==> src/rtl/pll_reset_seq_if.sv <==
// Signal bundle between the PLL reset sequencer and its consumer.
// The slave side is the sequencer. The master side drives locked and observes the reset outputs.
`timescale 1ns/1ps
interface pll_reset_seq_if #(
  parameter int LOSS_W = 8
);
  logic              locked;
  logic              rst_out;
  logic              ready;
  logic [1:0]        state;
  logic [LOSS_W-1:0] loss_count;

  modport master (
    output locked,
    input  rst_out,
    input  ready,
    input  state,
    input  loss_count
  );

  modport slave (
    input  locked,
    output rst_out,
    output ready,
    output state,
    output loss_count
  );
endinterface

==> src/rtl/pll_reset_seq.sv <==
// Stretched, synchronous-release reset generator for the PLL clock domain.
// It qualifies PLL lock, holds reset for a fixed time, and counts lock losses.
//   state  | meaning
//   IDLE   | reset asserted, waiting for synchronized lock
//   SETTLE | lock seen, counting LOCK_CYCLES consecutive locked cycles
//   HOLD   | lock qualified, reset still held for HOLD_CYCLES
//   RUN    | reset released, ready high
`timescale 1ns/1ps
module pll_reset_seq #(
  parameter int LOCK_CYCLES = 16,
  parameter int HOLD_CYCLES = 8,
  parameter int LOSS_W      = 8
) (
  input  logic             clock,
  input  logic             reset,
  pll_reset_seq_if.slave   bus
);

  localparam int MAX_C = (LOCK_CYCLES > HOLD_CYCLES) ? LOCK_CYCLES : HOLD_CYCLES;
  localparam int CW    = (MAX_C > 1) ? $clog2(MAX_C) : 1;

  localparam logic [CW-1:0]     LOCK_TC  = CW'(LOCK_CYCLES - 1);
  localparam logic [CW-1:0]     HOLD_TC  = CW'(HOLD_CYCLES - 1);
  localparam logic [LOSS_W-1:0] LOSS_MAX = '1;

  typedef enum logic [1:0] {
    IDLE   = 2'd0,
    SETTLE = 2'd1,
    HOLD   = 2'd2,
    RUN    = 2'd3
  } state_t;

  state_t            r_state;
  logic [CW-1:0]     r_cnt;
  logic              r_sync1;
  logic              r_sync2;
  logic              r_rst_out;
  logic              r_ready;
  logic [LOSS_W-1:0] r_loss;

  always_ff @(posedge clock or posedge reset) begin
    if (reset) begin
      r_state   <= IDLE;
      r_cnt     <= '0;
      r_sync1   <= 1'b0;
      r_sync2   <= 1'b0;
      r_rst_out <= 1'b1;
      r_ready   <= 1'b0;
      r_loss    <= '0;
    end else begin
      r_sync1 <= bus.locked;
      r_sync2 <= r_sync1;

      case (r_state)
        IDLE: begin
          r_cnt     <= '0;
          r_rst_out <= 1'b1;
          r_ready   <= 1'b0;
          if (r_sync2) begin
            r_state <= SETTLE;
          end
        end

        SETTLE: begin
          if (!r_sync2) begin
            r_state <= IDLE;
            r_cnt   <= '0;
          end else if (r_cnt == LOCK_TC) begin
            r_state <= HOLD;
            r_cnt   <= '0;
          end else begin
            r_cnt <= r_cnt + 1'b1;
          end
        end

        HOLD: begin
          if (!r_sync2) begin
            r_state <= IDLE;
            r_cnt   <= '0;
          end else if (r_cnt == HOLD_TC) begin
            // Release reset and raise ready on the same edge so they never overlap.
            r_state   <= RUN;
            r_cnt     <= '0;
            r_rst_out <= 1'b0;
            r_ready   <= 1'b1;
          end else begin
            r_cnt <= r_cnt + 1'b1;
          end
        end

        RUN: begin
          if (!r_sync2) begin
            r_state   <= IDLE;
            r_rst_out <= 1'b1;
            r_ready   <= 1'b0;
            if (r_loss != LOSS_MAX) begin
              r_loss <= r_loss + 1'b1;
            end
          end
        end

        default: begin
          r_state   <= IDLE;
          r_cnt     <= '0;
          r_rst_out <= 1'b1;
          r_ready   <= 1'b0;
        end
      endcase
    end
  end

  assign bus.rst_out    = r_rst_out;
  assign bus.ready      = r_ready;
  assign bus.state      = r_state;
  assign bus.loss_count = r_loss;

endmodule
==> src/flat_wrapper.sv <==
// flat-port wrapper written by rule: the top's interface ports become plain ports
module pll_reset_seq_flat 
#(
  parameter int LOCK_CYCLES = 16,
  parameter int HOLD_CYCLES = 8,
  parameter int LOSS_W      = 8
)
  (clock, reset, bus_locked, bus_rst_out, bus_ready, bus_state, bus_loss_count);
  pll_reset_seq_if #(.LOSS_W(LOSS_W)) bus_i ();
  input  logic clock;
  input  logic reset;
  input wire logic [$bits(bus_i.locked)-1:0] bus_locked;
  output wire logic [$bits(bus_i.rst_out)-1:0] bus_rst_out;
  output wire logic [$bits(bus_i.ready)-1:0] bus_ready;
  output wire logic [$bits(bus_i.state)-1:0] bus_state;
  output wire logic [$bits(bus_i.loss_count)-1:0] bus_loss_count;
  assign bus_i.locked = bus_locked;
  assign bus_rst_out = bus_i.rst_out;
  assign bus_ready = bus_i.ready;
  assign bus_state = bus_i.state;
  assign bus_loss_count = bus_i.loss_count;
  pll_reset_seq #(.LOCK_CYCLES(LOCK_CYCLES), .HOLD_CYCLES(HOLD_CYCLES), .LOSS_W(LOSS_W)) u_core (.clock(clock), .reset(reset), .bus(bus_i));
endmodule
==> config.mk <==
export PLATFORM = sky130hd
export DESIGN_NAME = pll_reset_seq_flat
export DESIGN_NICKNAME = d
export VERILOG_FILES = /design/src/rtl/pll_reset_seq_if.sv /design/src/rtl/pll_reset_seq.sv /design/src/flat_wrapper.sv
export SDC_FILE = /design/constraint.sdc
export NUM_CORES = 1
export LEC_CHECK = 0
export ABC_AREA = 1
export CORE_MARGIN = 10
export CORE_UTILIZATION = 54
export CTS_BUF_LIST = sky130_fd_sc_hd__clkbuf_4 sky130_fd_sc_hd__clkbuf_8
export CTS_CLUSTER_DIAMETER = 200
export DETAILED_ROUTE_END_ITERATION = 6
export GPL_ROUTABILITY_DRIVEN = 0
export PLACE_DENSITY = 0.77
export SLEW_MARGIN = 20
export SYNTH_ARGS = -nofsm -noshare
export SYNTH_HDL_FRONTEND = slang
export SYNTH_SLANG_ARGS = --single-unit
export TNS_END_PERCENT = 50
==> constraint.sdc <==
create_clock -name clock -period 1.9 [get_ports clock]
set_input_delay 0.475 -clock clock [delete_from_list [all_inputs] [get_ports clock]]
set_output_delay 0.475 -clock clock [all_outputs]
set_load 0.01 [all_outputs]
# [After elaboration in Yosys (flattened, before gate mapping)]
# Cells that the tools add are included.
# W data, S select, Z words.
[totals] register_bits=18 in_bits=3 elab_cells=48
[classes] n_addsub=2 eq_ne=12 muxes=20 bitwise=1 n_reduce_logical=6
[op_table] operator="$mux W4" n=4
[op_table] operator="$mux W2" n=6
[op_table] operator="$pmux W4 S3" n=1
[op_table] operator="$add A8 B1 Y8 const B" n=1
[op_table] operator="$ne A8 B8 Y1 const B" n=1
[op_table] operator="$pmux W2 S4" n=1
[op_table] operator="$reduce_and A4 Y1" n=2
[op_table] operator="$mux W1" n=6
[op_table] operator="$ne A2 B1 Y1 const B" n=3
[op_table] operator="$ne A3 B3 Y1 const B" n=2
[op_table] operator="$pmux W1 S3" n=2
[op_table] operator="$reduce_bool A3 Y1" n=2
[op_table] operator="$add A4 B1 Y4 const B" n=1
[op_table] operator="$eq A2 B2 Y1 const B" n=2
[op_table] operator="$eq A4 B3 Y1 const B" n=1
[op_table] operator="$eq A4 B4 Y1 const B" n=1
[op_table] operator="$reduce_and A3 Y1" n=1
[op_table] operator="$eq A2 B1 Y1 const B" n=1
[op_table] operator="$logic_not A2 Y1" n=1
[op_table] operator="$ne A2 B2 Y1 const B" n=1
[op_table] operator="$not A1 Y1" n=1

# [Depth between registers and ports, before layout]
[depth] word_depth=4 mapped_depth=8 mapped_depth_nobuf=8

# [Worst setup path after synthesis]
# Ideal clock, no wire load.
[synth_timing] path_kind="register -> register" startpoint="register u_core.r_state[0], in the netlist u_core.bus.state[0]" endpoint="register u_core.r_state[1], in the netlist u_core.bus.state[1]" setup_time_ns=0.119 arrival_ns=1.261 required_time_ns=1.781 setup_slack_ns=0.521 stages_incl_launch_ff=8 n_path_buf=0 cell_sequence="dfrtp_1 ha_1 inv_2 nand2_1 o21ai_0 nand3_1 nand2_1 nand2_1"
[synth_between] elab_chain_len=3 elab_cells_between_ends=10 classes_between="eq/ne: 7; mux: 1; reduce/logical: 2"
[synth_lines] element="start: declaration" line="pll_reset_seq.sv:33" text="state_t r_state;"
[synth_lines] element="start signal: assignment" line="pll_reset_seq.sv:43" text="r_state <= IDLE;"
[synth_lines] element="start signal: assignment" line="pll_reset_seq.sv:60" text="r_state <= SETTLE;"
[synth_lines] element="start signal: assignment" line="pll_reset_seq.sv:66" text="r_state <= IDLE;"
[synth_lines] element="$eq A2 B2 Y1, or another cell as far along" line="pll_reset_seq.sv:54" text="case (r_state)"
[synth_lines] element="$ne A3 B3 Y1 (no source line), or another cell as far along"
[synth_lines] element="$reduce_and A4 Y1 (no source line)"
# Parallel ways exist; a longest one is shown, timed or not.
# A chain may end at the register's enable or synchronous reset.

# [Worst setup path in the final report]
[layout_timing] startpoint="register u_core.r_loss[2], in the netlist u_core.bus.loss_count[2]" endpoint="output bus_loss_count[2]"
[layout_lines] element="start: declaration" line="pll_reset_seq.sv:39" text="logic [LOSS_W-1:0] r_loss;"
[layout_lines] element="start signal: assignment" line="pll_reset_seq.sv:97" text="r_loss <= r_loss + 1'b1;"
[layout_lines] element="end: declaration" line="flat_wrapper.sv:16" text="output wire logic [$bits(bus_i.loss_count)-1:0] bus_loss_count;"
# No word-level cell between the ends.

==> impl_metrics.csv <==
group,metric,value,unit
outcome,status,"finished, final reports clean",
critical_path,worstPathArrival,1.32,ns
critical_path,start_kind,"flip-flop",
critical_path,path_delay_family,"buffers and inverters",
timing,worst_pin_slew,0.4259,ns
timing,clock_skew,0.001568,ns
drt,drtPass1Iterations,4,
synthesis,muxShareOfSynthArea,0,
cts,insertion_delay,0.30,ns
timing,timing.fmax,556.1,MHz
timing,setup_violations,0,
power_and_ir_drop,powerDensity,1039,nW/um^2
synthesis,netlist_area,1056,sq um
global_route,grt_pass1_wl,3.774,mm
floorplan,initial_core_util,0.5923,
critical_path,worstPathRequired,1.42,ns
timing,fin_crit_sh,0.9464,
synthesis,syn_nets,145,
finish,drive_gt1_frac,0.07843,
floorplan,dieArea,4124,sq um
global_route,grt_start_max_net_pins,19,
flow_run,cap_violations,0,
critical_path,rrSetupSlack,0.36,ns
synthesis,synth_cell_type_count,20,
cts,cts_sinks,18,
global_route,grt_antenna_before_repair,0,
timing,finalCriticalPeriod,1.798,ns
cts,clock_path_buffers,2,
timing,tns,0,ns
synthesis,synth_compound_area_frac,0.06517,
critical_path,max_stage_delay,0.57,ns
finish,area_growth,19.90,%
worst_hold_path,hold_depth,0,
synthesis,synth_top_family_by_area,"simple AND/OR/NAND/NOR gates",
cts,path_clk_slew,0.11,ns
floorplan,die_x,64.22,um
worst_hold_path,min_from,"u_core.r_sync1",
cts,hold_buffers,0,
drt,avgRoutedWirePerCell,12.42,um
cts,htreeDepth,1,
critical_path,reg2reg_depth,6,
critical_path,cp_slowest_cell,"clkdlybuf4s50_1",
finish,design_area,1266,sq um
floorplan,core-area,1783,sq um
drt,ant_nets,0,
cts,cts_root_buffer,"clkbuf_4",
drt,drt-total-wl,2.211,mm
power_and_ir_drop,power_leakage,0.0006295,uW
placement,port_buffers,14,
timing,hold_violations,0,
synthesis,ys_seq_area_frac,0.4277,
finish,diodes,0,
drt,drt-initial-drc-count,23,
finish,nFillCells,148,
synthesis,synth_xor_area_frac,0.03318,
finish,num-nets-final,164,
timing,slew_viol_final,0,
critical_path,path_buf_inv,1,
finish,multi_input_comb_area,529.3,sq um
drt,drc_errors,0,
drt,routed_via_density,5.202,
critical_path,end_kind,"output port",
placement,dpl.hpwl,1.779,mm
synthesis,synthCells,135,
cts,post_cts_buffers,0,
critical_path,rr_startpoint,"u_core.bus.state[0]",
cts,cts_buffers,3,
cts,cts_resized,0,
synthesis,synth_warnings,0,
global_route,overflow,0,
critical_path,critPathMaxFanout,6,
critical_path,worstSetupPathType,"reg2out",
floorplan,io_pins,15,
drt,dr_total_vias,926,
synthesis,synth-simple-area-share,0.3199,
cts,cts_tree,"built",
synthesis,synth_adder_area_share,0.08294,
placement,placed_area,1227,sq um
floorplan,num_rows,15,
timing,max_slew_margin,0.7131,
synthesis,syn_area_per_cell,7.822,sq um
timing,rsz0062_at_grt,"false",
finish,ff_latch_area,451.7,sq um
worst_hold_path,holdPathEnd,"u_core.r_sync2",
floorplan,die_h,64.22,um
global_route,grt_pass1_vias,906,
synthesis,ys_ff_latch,18,
global_route,grt_usage,0.1110,
critical_path,r2r_end,"u_core.bus.loss_count[3]",
power_and_ir_drop,vdd_drop_max,727.5,uV
critical_path,path_cells,"clkdlybuf4s50_1",
worst_hold_path,hp-class,"reg2reg",
[cells in the final DEF, fill, tap and decap left out, drive strengths merged]
cell type,n
a21boi,1
o21ai,6
nand3,11
clkbuf,4
nand2,49
nor3,1
dlymetal6s2s,1
ha,7
buf,1
nand3b,1
nor2,10
clkdlybuf4s50,13
a21oi,4
dfrtp,17
xor2,3
nand4,4
dfstp,1
inv,18
xnor2,1
[worst reg2reg max path, cell delays in order (launching register included)]
cell and delay [ns]:
dfrtp_1 0.45, ha_1 0.33, inv_2 0.13, nor2_8 0.13, a21boi_4 0.26, nand2_1 0.08
o21ai_0 0.09
[flip-flops by register name, indices dropped and copies added (netlist names)]
register,flops
u_core.bus.loss_count,8
u_core.r_cnt,4
u_core.bus.state,2
u_core.bus.ready,1
u_core.bus.rst_out,1
u_core.r_sync1,1
u_core.r_sync2,1
[worst max path at each step]
stage,cells past startpoint,end,startpoint
final,1,bus_loss_count[2],u_core.bus.loss_count[2]
after global routing,1,bus_loss_count[2],u_core.bus.loss_count[2]
after CTS,1,bus_rst_out,u_core.bus.rst_out
after detailed placement,1,bus_rst_out,u_core.bus.rst_out
after global placement,1,bus_rst_out,u_core.bus.rst_out
after floorplan,7,u_core.bus.state[1],u_core.bus.state[0]
[routing by layer]
metal | share of wire | wire [um] | up-vias | track usage
met3 | 0.043 | 96 | 5 | 0.02787
met2 | 0.50 | 1116 | 20 | 0.1928
met4 | 0.018 | 40 | 0 | 0.05348
met5 | 0 | 0 | - | 0
li1 | - | - | 462 | -
met1 | 0.43 | 957 | 439 | 0.1235
[report_power, final]
part	total, uW	leakage, uW	internal, uW	switching, uW
clock network	244	0.0000210	117	127
logic	534	0.000371	239	295
registers	536	0.000237	461	75.1
total	1320	0.000629	817	498
[cell usage after synthesis]
master,instances,area [sq um]
nand3_1,11,55.05
inv_1,17,63.81
ha_1,7,87.58
nor2_1,7,26.28
nand2_1,48,180.2
nand2_2,1,6.260
a21boi_4,1,18.77
buf_4,1,7.510
dfrtp_1,17,425.4
nor2_2,2,12.51
inv_2,1,3.750
xor2_1,3,26.28
dfstp_2,1,26.28
xnor2_1,1,8.760
nand3b_1,1,7.510
o21ai_0,6,30.03
nand4_1,4,25.02
a21oi_1,4,20.02
nor3_1,1,5.000
nor2_8,1,20.02
[area by class of cell]
class	count	share of cell area
Timing Repair Buffer	15	0.1186
Clock buffer	4	0.02866
Tap cell	25	0.02470
Sequential cell	18	0.3567
Inverter	18	0.05336
Multi-Input combinational cell	98	0.4180
[per-stage QoR]
| step | instances | hold slack [ns] | util | total power, uW | setup WS (ns) |
|---|---|---|---|---|---|
| 3_3_place_gp | 174 | 0.3341 | 0.6884 | 1053 | 0.3883 |
| 5_1_grt | 178 | 0.3800 | 0.7102 | 1424 | 0.03029 |
| 6_report | 178 | 0.3669 | 0.7102 | 1315 | 0.1018 |
| 3_5_place_dp | 174 | 0.3451 | 0.6884 | 1090 | 0.3817 |
| 2_1_floorplan | 135 | 0.3312 | - | 869.4 | 0.5206 |
| 4_1_cts | 178 | 0.3706 | 0.7088 | 1341 | 0.02944 |
[cells by family after synthesis]
group	count (synthesis)
adder cells (fa/ha/maj)	7
XOR/XNOR	4
AO/OA/AOI/OAI	11
buffers and inverters	19
AND/OR/NAND/NOR	76
flip-flops	18
Power figures use the tool's default switching activity.
